### src/rtl/filter_block.sv
// Two-stage pipelined x4 scaling filter on a valid/parity-tagged sample stream.
// Each stage doubles the sample and folds its bit parity into the running tag.

module filter_stage #(
  parameter int WIDTH = 16
) (
  input  logic             clk,
  input  logic             rst,
  input  logic [WIDTH-1:0] data_i,
  input  logic             valid_i,
  input  logic             parity_i,
  output logic [WIDTH-1:0] data_o,
  output logic             valid_o,
  output logic             parity_o
);

  logic [WIDTH-1:0] data_q, data_d;
  logic             valid_q, valid_d;
  logic             parity_q, parity_d;

  // Data and parity only advance on a valid sample so bubbles leave the last value visible.
  always_comb begin
    data_d   = data_q;
    parity_d = parity_q;
    valid_d  = valid_i;
    if (valid_i) begin
      data_d   = {data_i[WIDTH-2:0], 1'b0};
      parity_d = parity_i ^ (^data_i);
    end
  end

  always_ff @(posedge clk) begin
    if (rst) begin
      data_q   <= '0;
      valid_q  <= 1'b0;
      parity_q <= 1'b0;
    end else begin
      data_q   <= data_d;
      valid_q  <= valid_d;
      parity_q <= parity_d;
    end
  end

  assign data_o   = data_q;
  assign valid_o  = valid_q;
  assign parity_o = parity_q;

endmodule

module filter_block #(
  parameter int WIDTH = 16
) (
  input  logic             clk,
  input  logic             rst,
  input  logic [WIDTH-1:0] x_data,
  input  logic             x_valid,
  input  logic             x_parity,
  output logic [WIDTH-1:0] y_data,
  output logic             y_valid,
  output logic             y_parity
);

  localparam int STAGES = 2;

  // Index 0 is the input; index g+1 is the output of stage g.
  logic [STAGES:0][WIDTH-1:0] data_pipe;
  logic [STAGES:0]            vld_pipe;
  logic [STAGES:0]            par_pipe;

  assign data_pipe[0] = x_data;
  assign vld_pipe[0]  = x_valid;
  assign par_pipe[0]  = x_parity;

  for (genvar g = 0; g < STAGES; g++) begin : g_stage
    filter_stage #(.WIDTH(WIDTH)) u_stage (
      .clk      (clk),
      .rst      (rst),
      .data_i   (data_pipe[g]),
      .valid_i  (vld_pipe[g]),
      .parity_i (par_pipe[g]),
      .data_o   (data_pipe[g+1]),
      .valid_o  (vld_pipe[g+1]),
      .parity_o (par_pipe[g+1])
    );
  end

  assign y_data   = data_pipe[STAGES];
  assign y_valid  = vld_pipe[STAGES];
  assign y_parity = par_pipe[STAGES];

endmodule

### config.mk
export PLATFORM = sky130hd
export DESIGN_NAME = filter_block
export DESIGN_NICKNAME = d
export VERILOG_FILES = /design/src/rtl/filter_block.sv
export SDC_FILE = /design/constraint.sdc
export NUM_CORES = 1
export LEC_CHECK = 0
export BUFFER_PORTS_ARGS = -buffer_cell sky130_fd_sc_hd__clkbuf_2
export CORE_MARGIN = 2
export CORE_UTILIZATION = 51
export DETAILED_ROUTE_END_ITERATION = 10
export PLACE_DENSITY = 0.77
export SYNTH_ARGS = -nofsm -noshare
export SYNTH_HDL_FRONTEND = slang
export SYNTH_HIERARCHICAL = 1
export SYNTH_SLANG_ARGS = --single-unit
### constraint.sdc
create_clock -name clk -period 1.6 [get_ports clk]
set_input_delay 0.08 -clock clk [delete_from_list [all_inputs] [get_ports clk]]
set_output_delay 0.08 -clock clk [all_outputs]
set_load 0.1 [all_outputs]
==> reports/metrics.yaml, run 1 <==
run_status:
  status: "completed"
final_layout:
  area_delta_synth_final_pct: 16.4
  drive_gt1_frac: 0.273
  final_common_cell: "clkbuf_2"
  antenna_cells: 0
  ff_latch_area_sq_um: 682
  fill_cells: 243
  multiInputGateArea_sq_um: 763
  nNetsFinal: 197
  mostFrequentLayoutCells: "clkbuf_2, dfxtp_1, nor2_1, mux2i_1, xnor2_1"
detailed_routing:
  vias: 1024
  wl_per_cell_microns: 12.4
  firstDrtPassIters: 4
  detail-route-antenna-nets: 0
  drc: 0
  routed_wl_microns: 2570
  via_per_inst: 4.95
  drtIter0Drc: 7
clock_network:
  htreeDepth: 2
  clkTransAtPathRegs_ns: 0.09
  cts_sinks: 34
  cts_tree: "built"
  cts_root_buf: "clkbuf_4"
  numCtsBuffers: 5
  clkLatencyLatePin_ns: 0.32
  clock_path_buffers: 2
  hold_buffers: 0
synth:
  ys_ff_latch: 34
  synth_top_cell_by_area: "dfxtp_1"
  synth.yosys.seq_area_share: 0.458
  syn_area_sq_um: 1490
  syn_nets: 162
  synth_area_leaders: "dfxtp_1, mux2i_1, xnor2_1, nor2_1, xnor3_1"
  yosysTopAreaCellShare: 0.458
  syn-instance-count: 142
  ys_types: 12
  syn_area_per_cell_sq_um: 10.5
  synth_warnings: 6
critical_path:
  timing.rr.end: "g_stage[1].u_stage/parity_o"
  timing.rr.start: "g_stage[0].u_stage/data_o[15]"
  crit_required_ns: 1.84
  path_cells: "xor2_2 > xnor2_1 > xnor3_1 > xnor2_1 > a211oi_2"
  cp_max_fo: 2
  cp_data_arrival_time_ns: 1.76
  worst-path-stages: 5
  reg2regPathDepth: 5
  critical_path_class: "reg2reg"
  slowest_stage: "xnor3_1"
  cp_num_buf_inv: 0
  rrSetupSlack_ns: 0.08
  crit_path_end_kind: "flip-flop"
  path_common_cell: "xnor2_1"
  slowest_delay_ns: 0.41
  startpoint_type: "flip-flop"
  path_delay_family: "XOR/XNOR gates"
global_routing:
  grt-ovfl-total: 0
  track_usage: 0.176
  grt_pass1_vias: 996
  grt_first_pass_wirelength_microns: 4350
  grt_max_degree: 35
  grt_antenna_before_repair: 0
timing:
  finalClockSkew_ns: 0.00315
  drv_slew: 0
  hold_viol_final: 0
  fmax_ghz: 0.658
  worst_slack_ns: 0.0803
  maxSlewHeadroom: 0.556
  period_needed_ns: 1.52
  worst_pin_slew_ns: 0.666
  fin_crit_sh: 0.950
  tns_ns: 0
  final-setup-viol-count: 0
  rsz0062_at_grt: "false"
die:
  rows: 19
  die-area_sq_um: 3360
  initial_core_util: 0.539
  fp.dieH_microns: 58.0
  core_area_sq_um: 2760
  die_x_microns: 58.0
  io-pin-count: 38
worst_hold_path:
  min_to: "g_stage[0].u_stage/data_o[6]"
  hold_depth: 3
  hp-class: "in2reg"
  holdCritStartpoint: "x_data[5]"
placement:
  gp_congestion: 0.725
  portBuffers: 36
  dp_hpwl_microns: 1860
  pre_cts_slack_ns: 0.0523
pwr:
  p_leak_uw: 0.000788
  vdd_drop_max_mv: 0.825
  power_density_nw_per_um2: 1080
job:
  cap_violations: 0
==> metal layers <==
metal  wire, microns  global-route usage
met3             193              0.0759
met1            1170               0.219
met5               0                   0
met4              40              0.0897
met2            1170               0.260
==> report_power, final <==
group          internal [uW]  switching, uW  total [uW]
Clock                    198            248         446
Combinational            223            282         505
Sequential               891           33.5         924
==> worst reg2reg max path, cell delays in order (launching register included) <==
cell      delay, ns
dfxtp_1        0.38
xor2_2         0.17
xnor2_1        0.13
xnor3_1        0.41
xnor2_1        0.14
a211oi_2       0.21
==> registers in the layout (all words and copies together), names as in the netlist <==
signal and count:
g_stage.u_stage/valid_o 2, g_stage.u_stage/data_o 30, g_stage.u_stage/parity_o 2
==> synth_stat cells, drive strengths merged <==
cell type	number
xor2	4
nor2	32
a211oi	2
mux2i	30
clkbuf	4
buf	6
conb	2
xnor2	24
xnor3	2
dfxtp	34
nor2b	2
==> layout make-up <==
cell class                      count  share of cell area
Clock buffer                        6              0.0296
Sequential cell                    34               0.394
Timing Repair Buffer               38               0.113
Multi-Input combinational cell     98               0.441
Tap cell                           31              0.0224
==> cell families after synthesis <==
| group | after synthesis | share of synthesized area |
|---|---|---|
| multiplexers | 30 | 0.202 |
| flip-flops | 34 | 0.458 |
| AND/OR/NAND/NOR | 34 | 0.0892 |
| AO/OA/AOI/OAI | 2 | 0.0168 |
| buffers and inverters | 10 | 0.0337 |
| other | 2 | 0.00505 |
| XOR/XNOR | 30 | 0.195 |
==> timing repair <==
action                                  in CTS  in global routing
gates resized for setup                      0                  2
endpoints found under the setup margin       0                  1
hold endpoints to repair                     0                  0
buffers inserted                             0                  0
==> metrics by stage <==
| step | utilization | hold slack (ns) | cells | total power (uW) | cell area [sq um] |
|---|---|---|---|---|---|
| 2_1_floorplan | - | 0.227 | 142 | 1370 | 1490 |
| 3_3_place_gp | 0.606 | 0.344 | 201 | 1440 | 1670 |
| 3_5_place_dp | 0.606 | 0.356 | 201 | 1450 | 1670 |
| 4_1_cts | 0.624 | 0.00841 | 207 | 1900 | 1720 |
| 5_1_grt | 0.627 | 0.0228 | 207 | 1970 | 1730 |
| 6_report | 0.627 | 0.0241 | 207 | 1880 | 1730 |
==> how the worst max path moves through the flow <==
| stage | from | endpoint | slack, ns |
|---|---|---|---|
| global route | g_stage[0].u_stage/data_o[15] | g_stage[1].u_stage/parity_o | 0.01 |
| CTS | g_stage[0].u_stage/data_o[11] | g_stage[1].u_stage/parity_o | 0.02 |
| finish | g_stage[0].u_stage/data_o[15] | g_stage[1].u_stage/parity_o | 0.08 |
| global placement | g_stage[0].u_stage/data_o[11] | g_stage[1].u_stage/parity_o | 0.12 |
| detailed placement | g_stage[0].u_stage/data_o[11] | g_stage[1].u_stage/parity_o | 0.05 |
| floorplan | g_stage[0].u_stage/data_o[11] | g_stage[1].u_stage/parity_o | 0.16 |
(Power assumes the default switching activity.)
==> run 2: changes to the inputs <==
Settings changed: CORE_UTILIZATION 51 to 49, PLACE_DENSITY 0.77 to 0.75.
==> run 2 against run 1 <==
  * Clock-buffer cell count increased by 1
  * Global-route usage decreased by 1.7 points
  * Clock power decreased by 7.6%
==> reports/metrics.yaml, run 2 (synthesis gave the netlist of run 1 again) <==
critical_path:
  path_delay_family: "XOR/XNOR gates"
  slowest_delay_ns: 0.42
  cp_num_buf_inv: 0
  crit_path_end_kind: "flip-flop"
  cp_data_arrival_time_ns: 1.71
  slowest_stage: "xnor3_1"
  path_common_cell: "xnor2_1"
  crit_required_ns: 1.83
  critical_path_class: "reg2reg"
  startpoint_type: "flip-flop"
  cp_max_fo: 3
  path_cells: "xor2_2 > xnor2_1 > xnor3_1 > xnor2_1 > a211oi_2"
global_routing:
  grt_first_pass_wirelength_microns: 4060
  grt-ovfl-total: 0
  track_usage: 0.159
  grt_antenna_before_repair: 0
  grt_pass1_vias: 913
  grt_max_degree: 35
final_layout:
  largest_reg_flops: 30
  nNetsFinal: 197
  fin_cells: 208
  area_delta_synth_final_pct: 17.6
  final_common_cell: "clkbuf_2"
  mostFrequentLayoutCells: "clkbuf_2, nor2_1, dfxtp_1, mux2i_1, xnor2_1"
  multiInputGateArea_sq_um: 786
  drive_gt1_frac: 0.288
  ff_latch_area_sq_um: 683
  fill_cells: 242
  antenna_cells: 0
die:
  die_x_microns: 59.1
  core_area_sq_um: 2830
  fp.dieH_microns: 59.1
  io-pin-count: 38
  rows: 19
  initial_core_util: 0.525
  die-area_sq_um: 3490
clock_network:
  clkLatencyLatePin_ns: 0.31
  cts_root_buf: "clkbuf_4"
  htreeDepth: 2
  cts_sinks: 34
  hold_buffers: 0
  clock_path_buffers: 2
  clkTransAtPathRegs_ns: 0.09
  numCtsBuffers: 5
  cts_tree: "built"
timing:
  fin_crit_sh: 0.926
  fmax_ghz: 0.675
  worst_pin_slew_ns: 0.720
  maxSlewHeadroom: 0.520
  tns_ns: 0
  rsz0062_at_grt: "false"
  period_needed_ns: 1.48
  final-setup-viol-count: 0
  finalClockSkew_ns: 0.00361
  hold_viol_final: 0
  drv_slew: 0
detailed_routing:
  detail-route-antenna-nets: 0
  drtIter0Drc: 20
  via_per_inst: 4.96
  routed_wl_microns: 2680
  firstDrtPassIters: 4
  drc: 0
  wl_per_cell_microns: 12.9
  vias: 1032
pwr:
  p_leak_uw: 0.000795
  power_density_nw_per_um2: 1060
  vdd_drop_max_mv: 0.711
placement:
  portBuffers: 36
  dp_cells: 201
  dp_hpwl_microns: 1950
  gp_congestion: 0.749
worst_hold_path:
  hp-class: "in2reg"
job:
  cap_violations: 0
run_status:
  status: "completed"
[run 2: power breakdown]
part | internal, uW | switching (uW) | leakage [uW]
Sequential | 891 | 40.1 | 0.000279
Clock | 166 | 246 | 0.0000254
Combinational | 226 | 288 | 0.000491
[run 2: metal layers]
metal | GRT usage | vias to the layer above | part of all wire
met5 | 0 | - | 0
met4 | 0.0584 | 0 | 0.0090
met3 | 0.0524 | 2 | 0.045
met2 | 0.241 | 26 | 0.48
met1 | 0.211 | 479 | 0.47
li1 | - | 525 | -
[run 2: area by class of cell]
cell class / instances / area share
clock buffers: 7 / 0.0258
multi-input cells: 98 / 0.450
flip-flops and latches: 34 / 0.391
well taps: 31 / 0.0222
repair buffers: 38 / 0.112
[run 2: worst min-delay path, cell delays in order]
cell	delay [ns]
clkbuf_2	0.10
mux2i_1	0.06
nor2_1	0.07
[run 2: through the flow]
step                      power, uW  hold WS, ns  setup slack (ns)  area [sq um]  utilization
after floorplan                1370        0.227             0.156          1490            -
after global placement         1450        0.346             0.108          1670        0.590
after detailed placement       1460        0.358            0.0497          1670        0.590
after CTS                      1870       0.0216            0.0214          1720        0.606
after global routing           1950       0.0272            0.0239          1750        0.618
final                          1860       0.0293             0.119          1750        0.618
[run 2: path summary, 6_finish.rpt]
check,start,end,slack (ns),cells after the start
worst max-delay path,g_stage[0].u_stage/data_o[11],g_stage[1].u_stage/parity_o,0.12,5
worst max register to register,g_stage[0].u_stage/data_o[11],g_stage[1].u_stage/parity_o,0.12,5
worst min register to register,g_stage[1].u_stage/data_o[13],g_stage[1].u_stage/data_o[13],0.50,2
worst min-delay path,x_data[8],g_stage[0].u_stage/data_o[9],0.03,3
[run 2: what timing repair did]
action,in CTS,in global routing
resized for setup,0,6
setup buffers,0,0
setup endpoints to repair,0,1
